**src/rtl/mips_pipe_pkg.sv**
```systemverilog
// Shared constants for the MIPS pipeline control blocks.
// Writeback select encodings and forwarding mux selects.
package mips_pipe_pkg;

    localparam logic [1:0] MEMTOREG_ALU  = 2'b00;
    localparam logic [1:0] MEMTOREG_LOAD = 2'b01;
    localparam logic [1:0] MEMTOREG_PC8  = 2'b10;

    localparam logic [1:0] FWD_RF  = 2'b00;
    localparam logic [1:0] FWD_WB  = 2'b01;
    localparam logic [1:0] FWD_MEM = 2'b10;

endpackage

```
**src/rtl/mdu_busy_tracker.sv**
```systemverilog
// Busy countdown for the multi-cycle multiply/divide unit.
// A start (re)loads the latency; otherwise counts down to zero.
module mdu_busy_tracker #(
    parameter int LATENCY   = 4,
    parameter int CNT_WIDTH = 3
) (
    input  logic clk_i,
    input  logic rst_ni,
    input  logic start_i,
    output logic busy_o
);

    localparam logic [CNT_WIDTH-1:0] LOAD = CNT_WIDTH'(LATENCY);
    localparam logic [CNT_WIDTH-1:0] ONE  = CNT_WIDTH'(1);

    logic [CNT_WIDTH-1:0] cnt_q;
    logic [CNT_WIDTH-1:0] cnt_d;

    // Next count: reload on start, else decrement and hold at zero.
    always_comb begin
        cnt_d = cnt_q;
        if (start_i) begin
            cnt_d = LOAD;
        end else if (cnt_q != '0) begin
            cnt_d = cnt_q - ONE;
        end
    end

    // Count register, cleared asynchronously so a pending stall drops at once.
    always_ff @(posedge clk_i or negedge rst_ni) begin
        if (!rst_ni) begin
            cnt_q <= '0;
        end else begin
            cnt_q <= cnt_d;
        end
    end

    assign busy_o = (cnt_q != '0);

endmodule

```
**src/rtl/pipeline_hazard_ctrl.sv**
```systemverilog
// Stall, flush and forwarding control for the 5-stage pipeline.
// Hazard detection is combinational; MDU busy and stall count are registered.
module pipeline_hazard_ctrl
    import mips_pipe_pkg::*;
#(
    parameter int RF_ADDR_WIDTH   = 5,
    parameter int MDU_LATENCY     = 4,
    parameter int MDU_CNT_WIDTH   = 3,
    parameter int STALL_CNT_WIDTH = 16
) (
    input  logic                       i_CLK,
    input  logic                       i_RST,
    input  logic [RF_ADDR_WIDTH-1:0]   i_RsD,
    input  logic [RF_ADDR_WIDTH-1:0]   i_RtD,
    input  logic [RF_ADDR_WIDTH-1:0]   i_RsE,
    input  logic [RF_ADDR_WIDTH-1:0]   i_RtE,
    input  logic [RF_ADDR_WIDTH-1:0]   i_WriteRegE,
    input  logic [RF_ADDR_WIDTH-1:0]   i_WriteRegM,
    input  logic [RF_ADDR_WIDTH-1:0]   i_WriteRegW,
    input  logic                       i_RegWriteE,
    input  logic                       i_RegWriteM,
    input  logic                       i_RegWriteW,
    input  logic [1:0]                 i_MemtoRegE,
    input  logic [1:0]                 i_MemtoRegM,
    input  logic                       i_BranchD,
    input  logic                       i_JrD,
    input  logic                       i_PCSrcD,
    input  logic                       i_MduStartE,
    input  logic                       i_HiLoReadD,
    input  logic                       i_StallCntClr,
    output logic                       o_StallF,
    output logic                       o_StallD,
    output logic                       o_FlushD,
    output logic                       o_FlushE,
    output logic [1:0]                 o_ForwardAE,
    output logic [1:0]                 o_ForwardBE,
    output logic                       o_ForwardAD,
    output logic                       o_ForwardBD,
    output logic                       o_MduBusy,
    output logic [STALL_CNT_WIDTH-1:0] o_StallCnt
);

    localparam logic [STALL_CNT_WIDTH-1:0] SC_ONE = STALL_CNT_WIDTH'(1);

    // Register 0 is hardwired, so it never produces a hazard.
    function automatic logic hit(
        input logic [RF_ADDR_WIDTH-1:0] dst,
        input logic [RF_ADDR_WIDTH-1:0] src
    );
        return (dst != '0) && (dst == src);
    endfunction

    logic mdu_busy;
    logic lwstall;
    logic brstall;
    logic mdustall;
    logic stall;
    logic e_hit_d;
    logic m_hit_d;

    logic [STALL_CNT_WIDTH-1:0] stall_cnt_q;
    logic [STALL_CNT_WIDTH-1:0] stall_cnt_d;

    mdu_busy_tracker #(
        .LATENCY  (MDU_LATENCY),
        .CNT_WIDTH(MDU_CNT_WIDTH)
    ) u_mdu_busy (
        .clk_i  (i_CLK),
        .rst_ni (i_RST),
        .start_i(i_MduStartE),
        .busy_o (mdu_busy)
    );

    // ALU operand forwarding; the younger MEM result wins over WB.
    always_comb begin
        o_ForwardAE = FWD_RF;
        o_ForwardBE = FWD_RF;
        if (i_RegWriteM && hit(i_WriteRegM, i_RsE)) begin
            o_ForwardAE = FWD_MEM;
        end else if (i_RegWriteW && hit(i_WriteRegW, i_RsE)) begin
            o_ForwardAE = FWD_WB;
        end
        if (i_RegWriteM && hit(i_WriteRegM, i_RtE)) begin
            o_ForwardBE = FWD_MEM;
        end else if (i_RegWriteW && hit(i_WriteRegW, i_RtE)) begin
            o_ForwardBE = FWD_WB;
        end
    end

    assign o_ForwardAD = i_RegWriteM && hit(i_WriteRegM, i_RsD);
    assign o_ForwardBD = i_RegWriteM && hit(i_WriteRegM, i_RtD);

    // Stall sources: load-use, decode-stage compare operands, HI/LO not ready.
    always_comb begin
        lwstall = (i_MemtoRegE == MEMTOREG_LOAD) && i_RegWriteE &&
                  (hit(i_WriteRegE, i_RsD) || hit(i_WriteRegE, i_RtD));
        e_hit_d = hit(i_WriteRegE, i_RsD) ||
                  (i_BranchD && hit(i_WriteRegE, i_RtD));
        m_hit_d = hit(i_WriteRegM, i_RsD) ||
                  (i_BranchD && hit(i_WriteRegM, i_RtD));
        brstall = (i_BranchD || i_JrD) &&
                  ((i_RegWriteE && e_hit_d) ||
                   ((i_MemtoRegM == MEMTOREG_LOAD) && m_hit_d));
        mdustall = i_HiLoReadD && (mdu_busy || i_MduStartE);
        stall    = lwstall || brstall || mdustall;
    end

    assign o_StallF  = stall;
    assign o_StallD  = stall;
    assign o_FlushE  = stall;
    assign o_FlushD  = i_PCSrcD && !stall;
    assign o_MduBusy = mdu_busy;

    // Stall-cycle counter: clear wins, otherwise saturating increment.
    always_comb begin
        stall_cnt_d = stall_cnt_q;
        if (i_StallCntClr) begin
            stall_cnt_d = '0;
        end else if (stall && (stall_cnt_q != '1)) begin
            stall_cnt_d = stall_cnt_q + SC_ONE;
        end
    end

    // Performance counter register.
    always_ff @(posedge i_CLK or negedge i_RST) begin
        if (!i_RST) begin
            stall_cnt_q <= '0;
        end else begin
            stall_cnt_q <= stall_cnt_d;
        end
    end

    assign o_StallCnt = stall_cnt_q;

endmodule

```
**config.mk**
```make
export PLATFORM = sky130hd
export DESIGN_NAME = pipeline_hazard_ctrl
export DESIGN_NICKNAME = d
export VERILOG_FILES = /design/src/rtl/mips_pipe_pkg.sv /design/src/rtl/mdu_busy_tracker.sv /design/src/rtl/pipeline_hazard_ctrl.sv
export SDC_FILE = /design/constraint.sdc
export NUM_CORES = 1
export LEC_CHECK = 0
export BUFFER_PORTS_ARGS = -buffer_cell sky130_fd_sc_hd__buf_2
export CORE_UTILIZATION = 40
export DETAILED_ROUTE_END_ITERATION = 10
export GPL_TIMING_DRIVEN = 0
export PLACE_DENSITY = 0.69
export SYNTH_ARGS = -nofsm -noshare
export SYNTH_HDL_FRONTEND = slang
export SYNTH_SLANG_ARGS = --single-unit
export TNS_END_PERCENT = 5
```
**constraint.sdc**
```tcl
create_clock -name i_CLK -period 4.3 [get_ports i_CLK]
set_clock_uncertainty 0.2 [all_clocks]
set_input_delay 0.215 -clock i_CLK [delete_from_list [all_inputs] [get_ports i_CLK]]
set_output_delay 0.215 -clock i_CLK [all_outputs]
set_load 0.05 [all_outputs]
```
=== Word level (Yosys, flattened, before mapping) ===
Index checks and enable logic that the tools add are counted.

* Input port bits: 50
* Output and inout port bits: 27
* Flip-flop bits (word level): 19
* Logic and storage cells: 62

* Reduce and logical (&&, ||, !) cells: 39
* Add/subtract/negate cells: 2
* Muxes and demuxes: 8
* Equal/unequal tests: 11

{| class="wikitable"
|+ Operators by type and width
! operator !! count
|-
| $eq 5x5->1 || 8
|-
| $mux 16 || 2
|-
| $logic_and 1x1->1 || 24
|-
| $add 16x1->16 const B || 1
|-
| $ne 16x16->1 const B || 1
|-
| $reduce_bool 5->1 || 3
|-
| $logic_or 1x1->1 || 8
|-
| $mux 3 || 2
|-
| $eq 2x1->1 const B || 2
|-
| $mux 2 || 2
|-
| $reduce_bool 2->1 || 2
|-
| $reduce_bool 3->1 || 1
|-
| $sub 3x1->3 const B || 1
|-
| $mux 1 || 2
|-
| $logic_not 1->1 || 1
|}

=== Depth between registers and ports, before layout ===
Gate-level depths: netlist of the first run.

* Depth after elaboration: 12
* Gate-level depth with buffers: 10
* Gate-level depth less buffers: 8

=== Modules after synthesis ===
Synthesis of the first run repeated with hierarchy kept, for this count alone.

* Cells, all modules: 190
* Area total of the unflattened synthesis: 1651.6 um2

{| class="wikitable"
|+ Modules (own cells, without submodules)
! module !! seq. area each (um2) !! area each (um2) !! instances !! cells an instance
|-
| pipeline_hazard_ctrl || 400.4 || 1473.9 || 1 || 174
|-
| mdu_busy_tracker || 75.1 || 177.7 || 1 || 16
|}

=== Least setup slack after synthesis of the first run ===
No wires, ideal clock.

* Path type: input -> output
* Start: input port i_WriteRegM[1]
* End: output port o_ForwardAE[0]
* Stages on the path: 5
* Buffers on the path: 1
* Slack: 0.765 ns
* Data arrival time: 3.120 ns
* Data required time: 3.885 ns
* Path through: buf_2 or4_1 o21ai_0 nor4_1 nor4_1

* Longest elaborated chain between the ends: 4
* Elaborated cells on any way between the ends: 5
* Classes of those cells: 1 x eq/ne; 1 x mux; 3 x reduce/logical

{| class="wikitable"
|+ Ends and longest elaborated chain
! element !! line !! RTL
|-
| from (decl) || pipeline_hazard_ctrl.sv:18 || <nowiki>input logic [RF_ADDR_WIDTH-1:0] i_WriteRegM,</nowiki>
|-
| $eq 5x5->1 or $reduce_bool 5->1 (tied branches) || pipeline_hazard_ctrl.sv:50 || <nowiki>return (dst != '0) && (dst == src);</nowiki>
|-
| $logic_and 1x1->1 (*) || pipeline_hazard_ctrl.sv:50 ||
|-
| $logic_and 1x1->1 (*) || pipeline_hazard_ctrl.sv:78 || <nowiki>if (i_RegWriteM && hit(i_WriteRegM, i_RsE)) begin</nowiki>
|-
| $mux 2 (*) || pipeline_hazard_ctrl.sv:78 ||
|-
| to (decl) || pipeline_hazard_ctrl.sv:35 || <nowiki>output logic [1:0] o_ForwardAE,</nowiki>
|}

Every way passes the cells marked *; elsewhere a longest branch is shown, timed or not.

=== Final worst setup path of the first run ===
* Start: register u_mdu_busy.cnt_q[0]
* End: output port o_StallF

* Longest elaborated chain between the ends: 4

{| class="wikitable"
|+ Ends and longest elaborated chain
! element !! line !! RTL
|-
| from (decl) || mdu_busy_tracker.sv:16 || <nowiki>logic [CNT_WIDTH-1:0] cnt_q;</nowiki>
|-
| from (signal assigned) || mdu_busy_tracker.sv:34 || <nowiki>cnt_q <= cnt_d;</nowiki>
|-
| $reduce_bool 3->1 || mdu_busy_tracker.sv:38 || <nowiki>assign busy_o = (cnt_q != '0);</nowiki>
|-
| $logic_or 1x1->1 || pipeline_hazard_ctrl.sv:104 || <nowiki>mdustall = i_HiLoReadD && (mdu_busy || i_MduStartE);</nowiki>
|-
| $logic_and 1x1->1 || pipeline_hazard_ctrl.sv:104 ||
|-
| $logic_or 1x1->1 || pipeline_hazard_ctrl.sv:105 || <nowiki>stall = lwstall || brstall || mdustall;</nowiki>
|-
| to (decl) || pipeline_hazard_ctrl.sv:31 || <nowiki>output logic o_StallF,</nowiki>
|}

No other way between the ends.

==> results of run 1 <==
-- registers in the layout (all words and copies together) (netlist names) --
| register | cells |
|---|---|
| u_mdu_busy.cnt_q | 3 |
| o_StallCnt | 16 |
-- layer usage --
layer | vias to the layer above | global-route usage [%]
met1 | 715 | 23.0
met2 | 53 | 30.8
met5 | - | 0
li1 | 789 | -
met3 | 7 | 1.86
met4 | 0 | 6.65
-- cells by family after synthesis --
family | Yosys count | share of synthesized area [%]
AND/OR/NAND/NOR | 79 | 26.5
XOR/XNOR | 53 | 28.4
flip-flops | 19 | 27.8
buffers and inverters | 16 | 5.92
AO/OA/AOI/OAI | 15 | 6.51
multiplexers | 3 | 2.63
adder cells (fa/ha/maj) | 3 | 2.19
-- report_power, final --
part | total (mW) | internal, mW | switching (mW) | leakage, nW
clock | 0.125 | 0.0645 | 0.0609 | 0.0255
sequential | 0.209 | 0.194 | 0.0149 | 0.258
combinational | 0.232 | 0.0901 | 0.142 | 0.759
total | 0.567 | 0.349 | 0.218 | 1.04
-- synth_stat cells --
| cell type | instances | area (µm²) |
|---|---|---|
| o31ai_1 | 1 | 7.51 |
| or4_1 | 5 | 37.5 |
| nor2b_1 | 4 | 25.0 |
| o2111ai_1 | 1 | 8.76 |
| xor2_1 | 26 | 228 |
| dfrtp_1 | 19 | 475 |
| mux2_4 | 3 | 45.0 |
| a31oi_1 | 2 | 12.5 |
| buf_2 | 3 | 15.0 |
| nand2b_1 | 1 | 6.26 |
| nor4_1 | 6 | 37.5 |
| a211oi_1 | 1 | 7.51 |
| nand2_1 | 8 | 30.0 |
| nor3b_1 | 2 | 15.0 |
| nand3_1 | 7 | 35.0 |
| clkbuf_1 | 2 | 7.51 |
| nor3_4 | 1 | 16.3 |
| and3_1 | 5 | 31.3 |
| xnor2_2 | 3 | 48.8 |
| buf_6 | 4 | 45.0 |
| buf_1 | 1 | 3.75 |
| buf_4 | 2 | 15.0 |
| nor3_2 | 5 | 50.1 |
| o221a_4 | 1 | 20.0 |
| xnor2_1 | 24 | 210 |
| a21oi_1 | 2 | 10.0 |
| o21ai_0 | 6 | 30.0 |
| ha_1 | 3 | 37.5 |
| inv_1 | 4 | 15.0 |
| a2111oi_2 | 1 | 15.0 |
| nor2_1 | 22 | 82.6 |
| and2_1 | 2 | 12.5 |
| nor3_1 | 7 | 35.0 |
| nand3_2 | 4 | 40.0 |
-- layout make-up --
class                      count  share of cell area (%)
buffer                        12                    3.94
clock buffer                   3                    1.88
clock inverter                 1                   0.228
tap                           50                    2.86
multi-input combinational    153                    51.8
inverter                       4                   0.685
timing repair buffer          72                    16.9
sequential                    19                    21.7
-- cell usage in the layout, fill, tap and decap left out, types with 3 or more instances in the layout --
cell,n
and3_1,5
buf_2,73
buf_6,4
clkbuf_8,3
dfrtp_1,19
ha_1,3
inv_1,4
mux2_4,3
nand2_1,8
nand3_1,7
nand3_2,4
nor2_1,22
nor2b_1,4
nor3_1,7
nor3_2,5
nor4_1,6
o21ai_0,6
or4_1,5
xnor2_1,24
xnor2_2,3
xor2_1,26
-- how the worst max path moves through the flow --
stage / slack (ns) / cells after the start / endpoint
6_report: 1.67 / 9 / o_StallF
3_3_place_gp: 1.79 / 6 / o_ForwardAE[0]
5_1_grt: 1.48 / 9 / o_StallD
3_5_place_dp: 1.82 / 6 / o_ForwardAE[0]
4_1_cts: 1.61 / 9 / o_StallD
2_1_floorplan: 0.77 / 5 / o_ForwardAE[0]
-- worst max-delay path: cells and delay by family, from the launching register on --
| family | cells | cell delay [ns] |
|---|---|---|
| buffers and inverters | 5 | 0.65 |
| adder cells (fa/ha/maj) | 1 | 0.17 |
| AO/OA/AOI/OAI | 2 | 0.61 |
| AND/OR/NAND/NOR | 1 | 0.12 |
| flip-flops | 1 | 0.40 |
-- per-stage QoR --
stage                     utilization (%)  area (µm²)  setup slack, ns
final                                54.0        2190             1.67
after global routing                 54.0        2190             1.48
after CTS                            54.0        2190             1.61
after detailed placement             52.4        2120             1.82
after global placement               52.4        2120             1.79
after floorplan                         -        1710            0.765
==> flow_summary.toml, run 1 <==
[worst_hold_path]
worstHoldStart = "i_StallCntClr"
worst_hold_path.endpoint = "o_StallCnt[2]$_DFFE_PN0P_"
hold_depth = 2
min_path_type = "input pin to flop"

[timing]
maxSlewHeadroom_pct = 68.8
fmax_ghz = 0.380
rsz0062_at_grt = "false"
period_share_pct = 61.2
setup_viol = 0
holdWs_ns = 0.139
maxSlewViolCount = 0
hold_viol = 0
final.setup.tns_ns = 0
tightest_slew_ns = 0.469
fin_crit_ns = 2.63

[detailed_routing]
drt-vias-per-instance = 4.98
drtIter0Drc = 99
wl_met3_um = 190
routedWlPerCell_um = 12.0
met1_length_um = 1680
highest_layer = "met4"
met2_length_um = 1830
drc = 0
drt_wl_total_um = 3780
antenna_left = 0
first_pass_iters = 4
num_vias = 1564

[setup_path]
r2r_cells = 9
endpoint_kind = "primary output"
path_cells = "inv_1 > ha_1 > nand2b_1 > o21ai_0 > o221a_4 > buf_6 > inv_1 > buf_4 > buf_2"
r2r-end = "o_StallCnt[8]$_DFFE_PN0P_"
start_kind = "flop"
worstPathRequired_ns = 3.88
startpoint = "u_mdu_busy.cnt_q[0]$_DFFE_PN0N_"
reg2reg_slack_ns = 1.94
worstSetupPathType = "flop to primary output"
rr_startpoint = "o_StallCnt[7]$_DFFE_PN0P_"
cp.arrival_ns = 2.22
path_max_fanout = 10
slowest_delay_ns = 0.40
slowest_stage = "dfrtp_1"
crit_top_cell = "inv_1"

[power]
vdd_drop_max_v = 0.000254
power_uw = 567
p_leak_nw = 1.04
p_per_area_nw_per_um2 = 259

[synth]
syn_nets = 241
synth-seq-area-share_pct = 27.8
syn-cell-area_um2 = 1710
postSynthAreaPerCell_um2 = 9.10
synth_cell_type_count = 34
syn_inst = 188
ys_ff_latch = 19
yosys_warnings = 0

[die]
initial_core_util_pct = 42.2
core_area_um2 = 4060
rows = 23
die_x_um = 67.4
num_io_pins = 77
die_h_um = 67.4
dieArea_um2 = 4540

[layout]
seqCellArea_um2 = 475
syn2layout_area_growth_pct = 28.0
num_antenna_cells = 0
multiInputGateArea_um2 = 1130
final_cells = 314
fin_nets = 318
num-fill-cells = 370
drive_gt1_share_pct = 38.3

[clocking]
cts_tree = "built"
clock_latency_ns = 0.26
cts-resized-gates = 0
htreeDepth = 1
post-cts-setup-buffers = 0
cts_made_buffers = 3
cts.path.max_buffers = 2
cts.clk_slew.worst_paths_ns = 0.07
clock-sinks = 19
clockRootBuffer = "clkbuf_8"
holdBufCountCts = 2

[place]
dp.cells = 308
port_buffers = 70
gp_congestion = 0.900
dp.final_hpwl_um = 3100

[grt]
grt_remaining_overflow = 0
grt_util_all_layers_pct = 17.9
antenna_found_initial = 0
grt_pass1_wl_um = 6170
grt_max_degree = 20
grt_pass1_vias = 1404

[run]
maxCapViolCount = 0

[status]
status = "finished, final reports clean"
No activity file was read; power rests on OpenSTA's default activity.
==> run 2: changes to the inputs <==
Clock period 4.3 ns to 2.7 ns, I/O delays scaled along.
==> run 2 against run 1 <==
  * Utilization rose by 0.46 points
  * Die area did not move
  * Flip-flop and latch count did not move
  * Combinational power rose by 62%
  * Final cell count did not move
  * Global-route usage rose by 0.094 points
  * Via count fell by 0.45%
  * Largest cell class unchanged
  * Setup slack got worse by 1.4 ns
  * Non-clock buffer count did not move
  * Critical path depth did not move
==> flow_summary.toml, run 2 (same netlist as run 1, synthesis figures left out) <==
[detailed_routing]
drt-vias-per-instance = 4.96
first_pass_iters = 6
drc = 0
antenna_left = 0
drt_wl_total_um = 3790
routedWlPerCell_um = 12.1
drtIter0Drc = 75
num_vias = 1557

[layout]
utilization_pct = 54.5
layout_common_cells = "buf_2, xor2_1, xnor2_1, nor2_1, dfrtp_1"
seqCellArea_um2 = 475
fin_nets = 318
num_antenna_cells = 0
num-fill-cells = 382
postLayoutCellArea_um2 = 2210
final_cells = 314
syn2layout_area_growth_pct = 29.1
final_common_cell = "buf_2"
largest_reg_flops = 16
multiInputGateArea_um2 = 1150
drive_gt1_share_pct = 39.4

[setup_path]
rr_startpoint = "o_StallCnt[2]$_DFFE_PN0P_"
path_max_fanout = 10
r2r_cells = 10
startpoint = "u_mdu_busy.cnt_q[0]$_DFFE_PN0N_"
worstSetupPathType = "flop to primary output"
r2r-end = "o_StallCnt[10]$_DFFE_PN0P_"
endpoint_kind = "primary output"
critPathCapture = "o_StallD"
cp.arrival_ns = 2.10
reg2reg_slack_ns = 0.33
worstPathRequired_ns = 2.37
start_kind = "flop"

[grt]
grt_pass1_wl_um = 6190
grt_pass1_vias = 1457
antenna_found_initial = 0
grt_max_degree = 20
grt_util_all_layers_pct = 18.0
grt_remaining_overflow = 0

[run]
maxCapViolCount = 0

[timing]
maxSlewViolCount = 0
period_share_pct = 90.1
final.setup.tns_ns = 0
fin_crit_ns = 2.43
hold_viol = 0
timing.final.ws_setup_ns = 0.266
fmax_ghz = 0.411
maxSlewHeadroom_pct = 62.2
tightest_slew_ns = 0.561
setup_viol = 0
rsz0062_at_grt = "false"
holdWs_ns = 0.0617

[place]
port_buffers = 70
place_ws_ns = 0.362
dp.final_hpwl_um = 3150
dp.cells = 308
gp_congestion = 0.921
postPlaceCellArea_um2 = 2140

[die]
core_area_um2 = 4060
die_x_um = 67.4
num_io_pins = 77
dieArea_um2 = 4540
rows = 23
die_h_um = 67.4
initial_core_util_pct = 42.2

[power]
p_leak_nw = 1.04
netSwitchingPower_uw = 353
p_per_area_nw_per_um2 = 412
clkPwrFrac_pct = 22.1
intPower_uw = 557
p_sw_share_pct = 38.8
seqPwrFrac_pct = 36.7
vdd_drop_max_v = 0.000215
power_uw = 911
combinationalPowerShare_pct = 41.2

[clocking]
cts_tree = "built"
htreeDepth = 1
cts_made_buffers = 3
cts.clk_slew.worst_paths_ns = 0.07
clock-sinks = 19
post-cts-setup-buffers = 0
clockRootBuffer = "clkbuf_8"
cts-resized-gates = 0
clock_latency_ns = 0.26
cts.path.max_buffers = 2
holdBufCountCts = 2

[status]
status = "finished, final reports clean"

[worst_hold_path]
worstHoldStart = "i_StallCntClr"
min_path_type = "input pin to flop"
## run 2: worst min path at each step
stage	to	cells after the start	slack (ns)
after floorplan	o_StallCnt[0]$_DFFE_PN0P_	0	-0.36
after global placement	o_StallCnt[15]$_DFFE_PN0P_	1	-0.1
after detailed placement	o_StallCnt[12]$_DFFE_PN0P_	1	-0.1
after CTS	o_StallCnt[2]$_DFFE_PN0P_	2	0.06
after global routing	o_StallCnt[2]$_DFFE_PN0P_	2	0.09
final	o_StallCnt[2]$_DFFE_PN0P_	2	0.06
## run 2: per-layer routing
layer,up-vias,wire length (µm),GRT usage [%]
met3,7,177,2.03
met1,700,1780,21.7
met5,-,0,0
li1,796,-,-
met4,0,79,7.45
met2,54,1750,32.1
## run 2: power by group through the flow
stage	clock (mW)	sequential (mW)	combinational, mW
finish	0.201	0.334	0.375
CTS	0.209	0.334	0.380
global placement	0	0.338	0.368
detailed placement	0	0.337	0.378
global route	0.218	0.338	0.420
floorplan	0	0.354	0.249
## run 2: final cells by class
type	instances	share of cell area (%)
Tap cell	50	2.83
Sequential cell	19	21.5
Buffer	12	3.91
Multi-Input combinational cell	153	52.2
Timing Repair Buffer	72	16.8
Clock buffer	3	1.87
Clock inverter	1	0.227
Inverter	4	0.680
## run 2: critical path, cell delays in order, from the launching register on
cell and delay [ns]:
dfrtp_1 0.40, inv_1 0.09, ha_1 0.16, nand2b_1 0.13
o21ai_0 0.22, o221a_4 0.28, buf_6 0.16, inv_1 0.07
buf_4 0.12, buf_2 0.20
